==> config.mk <==
export PLATFORM = sky130hd
export DESIGN_NAME = irq_ctrl
export DESIGN_NICKNAME = d
export VERILOG_FILES = /design/src/rtl/irq_ctrl.sv
export SDC_FILE = /design/constraint.sdc
export NUM_CORES = 1
export LEC_CHECK = 0
export ABC_AREA = 0
export CAP_MARGIN = 10
export CORE_AREA = 2 2 39 41
export CTS_BUF_LIST = sky130_fd_sc_hd__clkbuf_2 sky130_fd_sc_hd__clkbuf_4 sky130_fd_sc_hd__clkbuf_8
export DETAILED_ROUTE_END_ITERATION = 10
export DIE_AREA = 0 0 41 43
export PLACE_DENSITY = 0.74
export SYNTH_ARGS = -nofsm -noshare
export SYNTH_HDL_FRONTEND = slang
export SYNTH_SLANG_ARGS = --single-unit
==> constraint.sdc <==
create_clock -name clk -period 1.1 [get_ports clk]
set_clock_uncertainty 0.2 [all_clocks]
set_input_delay 0.11 -clock clk [delete_from_list [all_inputs] [get_ports clk]]
set_output_delay 0.11 -clock clk [all_outputs]
set_load 0.01 [all_outputs]
==> src/rtl/irq_ctrl.sv <==
// rtl/irq_ctrl.sv - prioritised interrupt request controller with single-level service
//
// Synchronises and edge-detects external interrupt lines, latches them as pending,
// presents one lowest-index-wins request to the decoder and holds it through service.
//
// Ports:
//   clk           system clock
//   reset_i       synchronous active-high reset
//   irq_lines_i   asynchronous interrupt sources, rising-edge triggered
//   global_en_i   master interrupt enable
//   mask_i        per-line enable (1 = enabled)
//   ack_i         core has vectored to the presented interrupt (one-cycle pulse)
//   eoi_i         end of interrupt from decoder (SRET/MRET pulse)
//   irq_o         request to decoder
//   irq_num_o     number of the requested / in-service interrupt
//   pending_o     latched pending bits
//   in_service_o  high while a handler is running

module irq_ctrl #(
   parameter int NUM_IRQ     = 2,
   parameter int SYNC_STAGES = 2
) (
   input  logic                       clk,
   input  logic                       reset_i,
   input  logic [NUM_IRQ-1:0]         irq_lines_i,
   input  logic                       global_en_i,
   input  logic [NUM_IRQ-1:0]         mask_i,
   input  logic                       ack_i,
   input  logic                       eoi_i,
   output logic                       irq_o,
   output logic [$clog2(NUM_IRQ)-1:0] irq_num_o,
   output logic [NUM_IRQ-1:0]         pending_o,
   output logic                       in_service_o
);

   localparam int IW = $clog2(NUM_IRQ);

   typedef enum logic [1:0] {
      ST_IDLE    = 2'd0,
      ST_REQ     = 2'd1,
      ST_SERVICE = 2'd2
   } state_t;

   state_t             state_q, state_d;
   logic [IW-1:0]      num_q, num_d;
   logic [NUM_IRQ-1:0] pend_q, pend_d;

   logic [NUM_IRQ-1:0] sync_q [SYNC_STAGES];
   logic [NUM_IRQ-1:0] sync_out;
   logic [NUM_IRQ-1:0] prev_q;
   logic [NUM_IRQ-1:0] armed_q;
   logic [SYNC_STAGES-1:0] fill_q;
   logic               flushed;

   logic [NUM_IRQ-1:0] rise;
   logic [NUM_IRQ-1:0] clr;
   logic [NUM_IRQ-1:0] elig;
   logic [IW-1:0]      win;

   assign sync_out = sync_q[SYNC_STAGES-1];

   // fill_q walks a 1 through after reset; once it reaches the end the
   // synchroniser output reflects a genuine sample of the line.
   assign flushed = fill_q[SYNC_STAGES-1];

   // A line only counts as rising once it has been seen low after reset, so a
   // level held high across reset does not look like a fresh edge.
   assign rise = sync_out & ~prev_q & armed_q;

   always_ff @(posedge clk) begin
      if (reset_i) begin
         for (int s = 0; s < SYNC_STAGES; s++) begin
            sync_q[s] <= '0;
         end
         prev_q  <= '0;
         armed_q <= '0;
         fill_q  <= '0;
      end else begin
         sync_q[0] <= irq_lines_i;
         for (int s = 1; s < SYNC_STAGES; s++) begin
            sync_q[s] <= sync_q[s-1];
         end
         prev_q  <= sync_out;
         fill_q  <= {fill_q[SYNC_STAGES-2:0], 1'b1};
         armed_q <= armed_q | ({NUM_IRQ{flushed}} & ~sync_out);
      end
   end

   // Pending: clear the acknowledged line, then OR in new edges so a
   // simultaneous rise on that same line survives the ack.
   always_comb begin
      clr = '0;
      for (int i = 0; i < NUM_IRQ; i++) begin
         if ((state_q == ST_REQ) && ack_i && (num_q == IW'(i))) begin
            clr[i] = 1'b1;
         end
      end
      pend_d = (pend_q & ~clr) | rise;
   end

   assign elig = global_en_i ? (pend_q & mask_i) : '0;

   // Lowest index wins: scan downwards so the last hit is the smallest.
   always_comb begin
      win = '0;
      for (int i = NUM_IRQ - 1; i >= 0; i--) begin
         if (elig[i]) begin
            win = IW'(i);
         end
      end
   end

   always_ff @(posedge clk) begin
      if (reset_i) begin
         state_q <= ST_IDLE;
         num_q   <= '0;
         pend_q  <= '0;
      end else begin
         state_q <= state_d;
         num_q   <= num_d;
         pend_q  <= pend_d;
      end
   end

   // Request number is latched only when leaving IDLE; REQ and SERVICE never
   // re-arbitrate, and enables are not consulted once a request is up.
   always_comb begin
      state_d      = state_q;
      num_d        = num_q;
      irq_o        = 1'b0;
      in_service_o = 1'b0;
      case (state_q)
         ST_IDLE: begin
            if (elig != '0) begin
               state_d = ST_REQ;
               num_d   = win;
            end
         end
         ST_REQ: begin
            irq_o = 1'b1;
            if (ack_i) begin
               state_d = ST_SERVICE;
            end
         end
         ST_SERVICE: begin
            in_service_o = 1'b1;
            if (eoi_i) begin
               state_d = ST_IDLE;
            end
         end
         default: begin
            state_d = ST_IDLE;
         end
      endcase
   end

   assign irq_num_o = num_q;
   assign pending_o = pend_q;

endmodule

# Yosys cells after proc, flatten, opt, wreduce, memory -nomap -nowiden
# Memory sizes are Yosys's and may differ from the RTL's.
# Index checks and enable logic that the tools add are counted.
[totals]
rom_bits = 0
elab_cells = 50
mem_count = 1
ramBits = 4
ff_bits = 11
latch_bits = 0
[memory_table]
columns = ["memory", "depth", "width", "rd", "rd_ports_with_merged_regs", "write_ports", "line", "rtl"]
rows = [
  ["sync_q", 2, 2, 2, 0, 2, "48", "logic [NUM_IRQ-1:0] sync_q [SYNC_STAGES];"],
]
[classes]
n_mul = 0
n_mux = 17
n_bitwise = 13
eq_ne = 5
n_addsub = 0
order_cmp = 0
shift = 0
reduce_logical = 7
div = 0
[ops]
columns = ["cell", "n"]
rows = [
  ["2-bit 2-to-1 mux", 6],
  ["2-bit AND", 5],
  ["1-bit 2-to-1 mux", 10],
  ["2-bit != test, second input constant", 3],
  ["2-bit NOT", 3],
  ["2-bit case mux with 3 select lines", 1],
  ["2-bit bitwise OR", 2],
  ["1-bit logical AND", 3],
  ["3-bit AND reduction", 1],
  ["2-bit by 1-bit == test with 1-bit output, second input constant", 1],
  ["2-bit == test, second input constant", 1],
  ["2-bit logical NOT", 1],
  ["1-bit bitwise OR", 2],
  ["2-bit AND reduction", 1],
  ["2-bit nonzero test", 1],
  ["1-bit NOT", 1],
]

# Logic depth before layout (Yosys ltp)
# Gate-level depths: netlist of the first run.
[depth]
depth_word = 7
mapped_depth = 3
mapped_depth_nobuf = 3

# Worst setup path after synthesis of the first run
# Ideal clock, no wire load.
[synth_path]
path_kind = "register to register"
from = "register state_q[0]"
to = "register num_q, in the netlist irq_num_o"
path_stages_with_launch = 4
t_arrival_ns = 0.813
required_time_ns = 0.809
n_path_buf = 0
slack_ns = -0.004
period_less_slack_ns = 1.104
path_cell_list = "dfxtp_1 -> nor3b_2 -> a31oi_1 -> a311oi_1"
[synth_between]
elab_chain_cells = 2
[synth_rtl]
columns = ["element", "line", "rtl"]
rows = [
  ["start: declaration", "44", "state_t state_q, state_d;"],
  ["start signal: assignment", "119", "state_q <= state_d;"],
  ["2-bit logical NOT", "132", "case (state_q)"],
  ["2-bit AND reduction (no source line)", "-", ""],
  ["end signal: assignment", "120", "num_q <= num_d;"],
  ["end: declaration", "45", "logic [IW-1:0] num_q, num_d;"],
]
# Every way passes these cells.
# A chain may end at the register's enable or synchronous reset.

# Final worst setup path of the first run
# Same ends and word-level chain as after synthesis.

==> results.yml, run 1 <==
yosys:
  yosys.area_share.simple_pct: 22.11
  syn_avg_cell_area_um2: 9.960
  ys_warn_count: 0
  synth_top_area_cell: "dfxtp_1"
  ys_ff_latch: 15
  synthMuxAreaShare_pct: 0
  syn_inst: 50
  ys_seq_area_share_pct: 60.30
  synth-compound-area-share_pct: 13.07
  syn-num-nets: 59
  yosysUniqueCellTypes: 15
  synth-adder-area-share_pct: 0
  synthXorXnorAreaFrac_pct: 0
  synth_top_family_by_area: "simple AND/OR/NAND/NOR gates"
  yosysTopAreaCellShare_pct: 60.30
  synth_area_um2: 498.0
  netlist_top_cells_area: "dfxtp_1, nor2b_1, a21oi_1"
sta:
  fin_tns_setup_ns: -0.7427
  finalHoldViolations: 0
  tightest_slew_ns: 0.2108
  finalCritPeriodShare_pct: 117.7
  final_max_slew_viol_count: 0
  slew_headroom_pct: 85.85
  rsz0062_at_grt: "yes"
  setup-violations-final: 7
  min_period_ns: 1.295
  setup_slack_ns: -0.1949
  hold_ws_ns: 0.1882
  fmax_ghz: 0.7723
cts:
  clk_pin_slew_ns: 0.08
  ctsHoldBuffers: 0
  clk_latency_ns: 0.28
  clock_sinks: 15
  numCtsBuffers: 3
  clockRootBuffer: "clkbuf_4"
  cts_tree: "yes"
  htree_levels: 1
  clock_path_buffers: 2
run_status:
  failed_checks: "negative setup slack"
  status: "finished with violations"
cells_and_area:
  insertedDiodeCount: 0
  final_util_pct: 56.60
  fin_area_um2: 783.3
  multi_input_area_um2: 196.4
  syn_to_final_growth_pct: 57.29
  layout-drive-gt1-share_pct: 39.74
  nFillCells: 130
  layout.nets: 88
  seq_area_um2: 309.0
detailed_routing:
  drc_errors: 0
  dr.pass1.iters: 4
  wl_per_cell_um: 11.07
  wl_met1_um: 446
  drt_wl_total_um: 1041
  dr_wl_met3_um: 74
  drtIter0Drc: 5
  routed.top_layer: "met4"
  wl_met2_um: 509
  ant_nets: 0
  dr_total_vias: 445
  vias_per_cell: 4.734
worst_hold_path:
  hp-class: "input pin to flip-flop"
floorplanning:
  dieWidth_um: 41
  rows: 14
  die_area_um2: 1763
  ioPinCount: 14
  start_util_pct: 35.99
  core_um2: 1384
  fp.dieH_um: 43
grt:
  grt_pass1_wl_um: 1483
  track_usage_pct: 12.36
  overflow: 0
  grt_max_degree: 9
  grt_pass1_vias: 393
  grt_antenna_before_repair: 0
setup_path:
  end_kind: "flip-flop"
  cp-start-kind: "flip-flop"
  critPathMaxFanout: 3
  critical_path_class: "flip-flop to flip-flop"
  crit_required_ns: 1.08
  cp.arrival_ns: 1.28
run:
  cap_violations: 0
placement:
  gp_congestion: 0.6433
  io_buffers: 13
  hpwl_um: 674
  dpl_cell_area_um2: 704.4
pwr:
  p_per_area_nw_per_um2: 1254
  ir_worst_vdd_mv: 0.7616
  power.leakage_uw: 0.0003278
stage by stage:
step / total power (µW) / setup slack, ns / cells
2_1_floorplan: 608.6 / 0.03317 / 50
6_report: 982.2 / -0.1949 / 94
3_3_place_gp: 659.7 / -0.2415 / 86
4_1_cts: 988.5 / -0.1583 / 91
3_5_place_dp: 661.6 / -0.2634 / 86
5_1_grt: 1031 / -0.2464 / 94
placed cells by master (no fill, tap or decap):
| master | count |
|---|---|
| a22o_1 | 1 |
| inv_1 | 4 |
| o21ai_2 | 1 |
| a21oi_2 | 1 |
| nor3b_4 | 1 |
| clkbuf_4 | 4 |
| nand2b_1 | 1 |
| nand3b_1 | 3 |
| dfxtp_1 | 10 |
| nor3_1 | 1 |
| buf_4 | 10 |
| nor2b_4 | 1 |
| dfxtp_2 | 4 |
| dfxtp_4 | 1 |
| and2b_1 | 1 |
| nor2b_1 | 5 |
| a21oi_1 | 4 |
| clkdlybuf4s50_1 | 8 |
| a31oi_1 | 2 |
| a311oi_1 | 1 |
| o21ai_1 | 1 |
| nor2_1 | 5 |
| inv_2 | 1 |
| buf_2 | 4 |
| buf_6 | 3 |
cells in the mapped netlist:
cell type   n
dfxtp_1    15
nor2b_1     6
a21oi_1     5
inv_1       5
nor2_1      5
nand3b_1    3
a31oi_1     2
o21ai_0     2
a22o_1      1
a311oi_1    1
and2b_1     1
clkbuf_1    1
nand2b_1    1
nor3_1      1
nor3b_2     1
final timing paths:
path / from / endpoint / slack (ns) / cells past startpoint
worst max-delay path: state_q[0] / irq_num_o / -0.19 / 5
worst min-delay path: irq_lines_i[0] / sync_q[0][0] / 0.19 / 2
worst max register to register: state_q[0] / irq_num_o / -0.19 / 5
worst min register to register: sync_q[0][1] / sync_q[0][3] / 0.24 / 1
worst max-delay path, stage by stage, from the launching register on:
cell and delay (ns):
dfxtp_2 0.36, buf_6 0.11, nor3b_4 0.04, buf_4 0.12
buf_4 0.12, a311oi_1 0.25
state kept, by name (all words and copies together), names as in the netlist:
register	flops
fill_q	2
prev_q	2
pending_o	2
irq_num_o	1
state_q	2
sync_q	4
armed_q	2
layout make-up:
cell class	instances	area share (%)
repair buffers	25	26.68
flip-flops and latches	15	39.46
multi-input cells	29	25.08
well taps	16	2.556
clock buffers	4	3.834
inverters	5	2.396
where the power goes:
group	total, µW	switching (µW)	internal, µW
sequential	569	8.18	561
combinational	88.5	30.7	57.8
clock	325	159	165
metal layers:
metal | vias to the layer above | GRT usage [%]
li1 | 223 | -
met1 | 202 | 12.58
met2 | 18 | 21.56
met3 | 2 | 3.141
met4 | 0 | 6.000
met5 | - | 0
cell families (layout without fill, tap and decap cells):
kind of cell | Yosys count | after routing
compound gates | 11 | 11
buf+inv | 6 | 34
simple gates | 18 | 18
flops | 15 | 15
what timing repair did:
item / CTS / global route
pin swaps: 5 / 5
resized for setup: 26 / 11
cloned: 0 / 0
setup endpoints to repair: 9 / 8
buffers inserted: 2 / 3
endpoints found under the hold margin: 0 / 0
No activity file was read; power rests on OpenSTA's default activity.
==> run 2: changes to the inputs <==
==> config.mk (replaced) <==
export PLATFORM = sky130hd
export DESIGN_NAME = irq_ctrl
export DESIGN_NICKNAME = d
export VERILOG_FILES = /design/src/rtl/irq_ctrl.sv
export SDC_FILE = /design/constraint.sdc
export NUM_CORES = 1
export LEC_CHECK = 0
export ABC_AREA = 0
export CAP_MARGIN = 10
export CORE_MARGIN = 2
export CORE_UTILIZATION = 38
export DETAILED_ROUTE_END_ITERATION = 10
export PLACE_DENSITY = 0.75
export SYNTH_ARGS = -nofsm -noshare
export SYNTH_HDL_FRONTEND = slang
export SYNTH_SLANG_ARGS = --single-unit
==> results.yml, run 2 (synthesized netlist as in run 1, its figures left out) <==
run_status:
  status: "finished with violations"
  failed_checks: "negative setup slack"
sta:
  fin_tns_setup_ns: -0.5598
  setup-violations-final: 7
  setup_slack_ns: -0.1433
  min_period_ns: 1.243
  final_max_slew_viol_count: 0
  finalHoldViolations: 0
  tightest_slew_ns: 0.1883
  fmax_ghz: 0.8043
  rsz0062_at_grt: "yes"
  slew_headroom_pct: 87.36
  finalCritPeriodShare_pct: 113.0
floorplanning:
  dieWidth_um: 40.20
  start_util_pct: 39.25
  rows: 13
  fp.dieH_um: 40.20
  die_area_um2: 1616
  ioPinCount: 14
  core_um2: 1269
cells_and_area:
  layout.nets: 87
  nFillCells: 118
  largest_reg_flops: 4
  syn_to_final_growth_pct: 53.77
  top_register: "sync_q"
  fin_cells: 92
  layout_common_cells: "dfxtp_1, buf_4, clkdlybuf4s50_1"
  insertedDiodeCount: 0
  layout-drive-gt1-share_pct: 36.36
  seq_area_um2: 306.5
  layout_commonest_cell: "dfxtp_1"
  fin_area_um2: 765.7
  multi_input_area_um2: 192.7
setup_path:
  crit_required_ns: 0.79
  critPathMaxFanout: 3
  cp.arrival_ns: 0.93
  critPathMaxStageDelay_ns: 0.34
  cp_cell_sequence: "and2b_1, buf_2"
  r2r_slack_ns: -0.11
  end_kind: "output pin"
  cp_slowest_cell: "dfxtp_2"
  critical_path_class: "flip-flop to output pin"
  cp-start-kind: "flip-flop"
grt:
  grt_pass1_wl_um: 1297
  overflow: 0
  track_usage_pct: 12.65
  grt_pass1_vias: 358
  grt_antenna_before_repair: 0
  grt_max_degree: 10
detailed_routing:
  drtIter0Drc: 5
  wl_per_cell_um: 10.09
  vias_per_cell: 4.707
  dr.pass1.iters: 2
  drc_errors: 0
  dr_total_vias: 433
  drt_wl_total_um: 928
  ant_nets: 0
placement:
  dpl_cell_area_um2: 703.2
  gp_congestion: 0.7385
  post-place-cells: 85
  io_buffers: 13
  hpwl_um: 675.8
cts:
  clk_latency_ns: 0.28
  clock_sinks: 15
  cts_tree: "yes"
  clock_path_buffers: 2
  ctsHoldBuffers: 0
  numCtsBuffers: 3
  clk_pin_slew_ns: 0.09
  htree_levels: 1
  clockRootBuffer: "clkbuf_4"
pwr:
  p_per_area_nw_per_um2: 1244
  power.leakage_uw: 0.0003236
  p_int_uw: 750.5
  clock_power_share_pct: 31.4
  p_seq_share_pct: 60.0
  ir_worst_vdd_mv: 0.8561
  switching_power_uw: 202.1
  combPwrFrac_pct: 8.6
  swShare_pct: 21.21
worst_hold_path:
  hp-class: "input pin to flip-flop"
run:
  cap_violations: 0
-- run 2: cell count changes in the layout (fill, tap and decap cells not counted) --
cell / previous run / this run
buf_4: 10 / 9
clkbuf_4: 4 / 3
clkinv_2: 0 / 1
dfxtp_2: 4 / 5
dfxtp_4: 1 / 0
inv_1: 4 / 5
inv_2: 1 / 0
o21ai_1: 1 / 2
o21ai_2: 1 / 0
-- run 2: stage by stage --
| stage | hold slack, ns | total power, µW | worst slack [ns] | util [%] |
|---|---|---|---|---|
| finish | 0.1813 | 952.5 | -0.1433 | 60.36 |
| global route | 0.1748 | 1004 | -0.1852 | 60.36 |
| CTS | 0.1722 | 964.3 | -0.1442 | 57.20 |
| detailed placement | 0.2299 | 660.8 | -0.2637 | 55.42 |
| global placement | 0.2186 | 657.7 | -0.2460 | 55.42 |
| floorplan | -0.01839 | 608.6 | 0.03317 | - |
-- run 2: worst max-delay path, delay by kind of cell, from the launching register on --
| kind | cells | cell delay, ns |
|---|---|---|
| flops | 1 | 0.34 |
| buf+inv | 1 | 0.14 |
| simple gates | 1 | 0.19 |
-- run 2: final timing paths --
| check | depth (start not counted) | start | endpoint |
|---|---|---|---|
| worst max register to register | 4 | state_q[0] | irq_num_o |
| worst min-delay path | 2 | irq_lines_i[0] | sync_q[0][0] |
| worst min register to register | 1 | sync_q[0][1] | sync_q[0][3] |
| worst max-delay path | 2 | state_q[0] | in_service_o |
-- run 2: layer usage --
metal / up-vias / routed length [µm] / global-route usage [%]
met1: 198 / 424 / 12.41
met5: - / 0 / 0
met3: 2 / 72 / 5.000
met2: 13 / 427 / 22.18
li1: 220 / - / -
met4: 0 / 4 / 7.500
-- run 2: final cells by class --
class	count	area share [%]
clock inverter	1	0.6536
tap	15	2.451
inverter	5	2.451
multi-input combinational	29	25.16
clock buffer	3	2.941
timing repair buffer	24	26.31
sequential	15	40.03
-- run 2: repair_timing --
| item | in CTS | in global routing |
|---|---|---|
| setup endpoints to repair | 10 | 8 |
| buffers inserted | 2 | 1 |
| gates resized for setup | 26 | 7 |
| pin swaps | 3 | 2 |
-- run 2: power groups by stage --
stage,clock network [µW],logic (µW),registers (µW)
CTS,316,76.8,571
floorplan,0,26.0,583
detailed placement,0,77.0,584
finish,299,81.7,571
global route,340,89.5,574
global placement,0,74.9,583
==> run 3: changes to the inputs <==
--- a/config.mk
+++ b/config.mk
@@ -10,7 +10,9 @@
 export CORE_MARGIN = 2
 export CORE_UTILIZATION = 38
 export DETAILED_ROUTE_END_ITERATION = 10
+export GPL_ROUTABILITY_DRIVEN = 1
 export PLACE_DENSITY = 0.75
+export RECOVER_POWER = 100
 export SYNTH_ARGS = -nofsm -noshare
 export SYNTH_HDL_FRONTEND = slang
 export SYNTH_SLANG_ARGS = --single-unit
==> results.yml, run 3 (synthesized netlist as in run 1, its figures left out) <==
run_status:
  status: "finished with violations"
  failed_checks: "negative setup slack"
grt:
  grt_antenna_before_repair: 0
  grt_use_met3_pct: 5.000
  met1_usage_pct: 12.41
  overflow: 0
  grt_max_degree: 10
  grt_pass1_vias: 358
  grt_pass1_wl_um: 1297
  met2_usage_pct: 22.18
  top_usage_layer: "met2"
  track_usage_pct: 12.65
pwr:
  power.leakage_uw: 0.0003155
  ir_worst_vdd_mv: 0.8557
  p_per_area_nw_per_um2: 1256
  p_total_uw: 947.5
cells_and_area:
  layout_common_cells: "dfxtp_1, clkdlybuf4s50_1, buf_4"
  syn_to_final_growth_pct: 51.51
  largest_reg_flops: 4
  final_util_pct: 59.47
  insertedDiodeCount: 0
  layout-drive-gt1-share_pct: 32.47
  top_register: "sync_q"
  layout.nets: 87
  layout_commonest_cell: "dfxtp_1"
floorplanning:
  die_area_um2: 1616
  rows: 13
  dieWidth_um: 40.20
  core_um2: 1269
  fp.dieH_um: 40.20
  ioPinCount: 14
  start_util_pct: 39.25
sta:
  fmax_ghz: 0.8043
  tightest_slew_ns: 0.1883
  setup-violations-final: 7
  final_max_slew_viol_count: 0
  slew_headroom_pct: 87.36
  rsz0062_at_grt: "yes"
  min_period_ns: 1.243
  hold_ws_ns: 0.1829
  finalHoldViolations: 0
  setup_slack_ns: -0.1433
  finalCritPeriodShare_pct: 113.0
  fin_tns_setup_ns: -0.5596
cts:
  clock_sinks: 15
  clockRootBuffer: "clkbuf_4"
  clk_pin_slew_ns: 0.09
  ctsHoldBuffers: 0
  htree_levels: 1
  clock_path_buffers: 2
  clk_latency_ns: 0.28
  cts_tree: "yes"
  numCtsBuffers: 3
placement:
  gp_congestion: 0.7385
  hpwl_um: 675.8
  io_buffers: 13
  dp_slack_ns: -0.2637
setup_path:
  cp-start-kind: "flip-flop"
  crit_required_ns: 0.79
  critical_path_class: "flip-flop to output pin"
  crit_start: "state_q[0]"
  cp.arrival_ns: 0.93
  end_kind: "output pin"
  critPathMaxFanout: 3
  r2r-start: "state_q[0]"
detailed_routing:
  drt_wl_total_um: 928
  dr.pass1.iters: 2
  vias_per_cell: 4.707
  wl_per_cell_um: 10.09
  dr_total_vias: 433
  drc_errors: 0
  drtIter0Drc: 4
  ant_nets: 0
worst_hold_path:
  min_from: "irq_lines_i[0]"
  hp-class: "input pin to flip-flop"
run:
  cap_violations: 0
## run 3: cell count changes in the layout (fill, tap and decap cells not counted), sizes merged
cell / delta
buf: -3
clkdlybuf4s50: -1
clkbuf: +3
dlygate4sd3: +1
## run 3: routing by layer
layer	wire, µm	up-vias	part of all wire, %
li1	-	220	-
met1	424	198	46
met2	426	13	46
met3	72	2	7.8
met4	4	0	0.43
met5	0	-	0
## run 3: worst max-delay path: stages, from the launching register on
cell and delay [ns]:
dfxtp_2 0.34, and2b_1 0.19, buf_2 0.14
## run 3: report_power, final
part	internal [µW]	switching, µW	total (µW)
clock	135	165	299
sequential	563	8.48	571
combinational	48.1	28.7	76.7
## run 3: worst paths after layout
| kind | to | cells after the start | slack (ns) |
|---|---|---|---|
| max reg2reg | irq_num_o | 4 | -0.10 |
| max | in_service_o | 2 | -0.14 |
| min reg2reg | sync_q[0][3] | 1 | 0.25 |
| min | sync_q[0][0] | 2 | 0.18 |
## run 3: repair_timing
action | CTS | global route
buffers inserted | 2 | 1
setup endpoints to repair | 10 | 8
pin swaps | 3 | 2
gates resized for setup | 26 | 7
## run 3: metrics by stage
stage               instances  cell area, µm²
global placement           85           703.2
finish                     92           754.5
detailed placement         85           703.2
floorplan                  50           498.0
CTS                        91           725.7
global route               92           754.5
## run 3: layout make-up
class / instances / area (µm²)
fill: 124 / 514.2
sequential: 15 / 305.3
multi-input combinational: 29 / 192.7
timing repair buffer: 24 / 191.4
clock buffer: 3 / 22.52
inverter: 5 / 18.77
tap: 15 / 18.77
clock inverter: 1 / 5.005
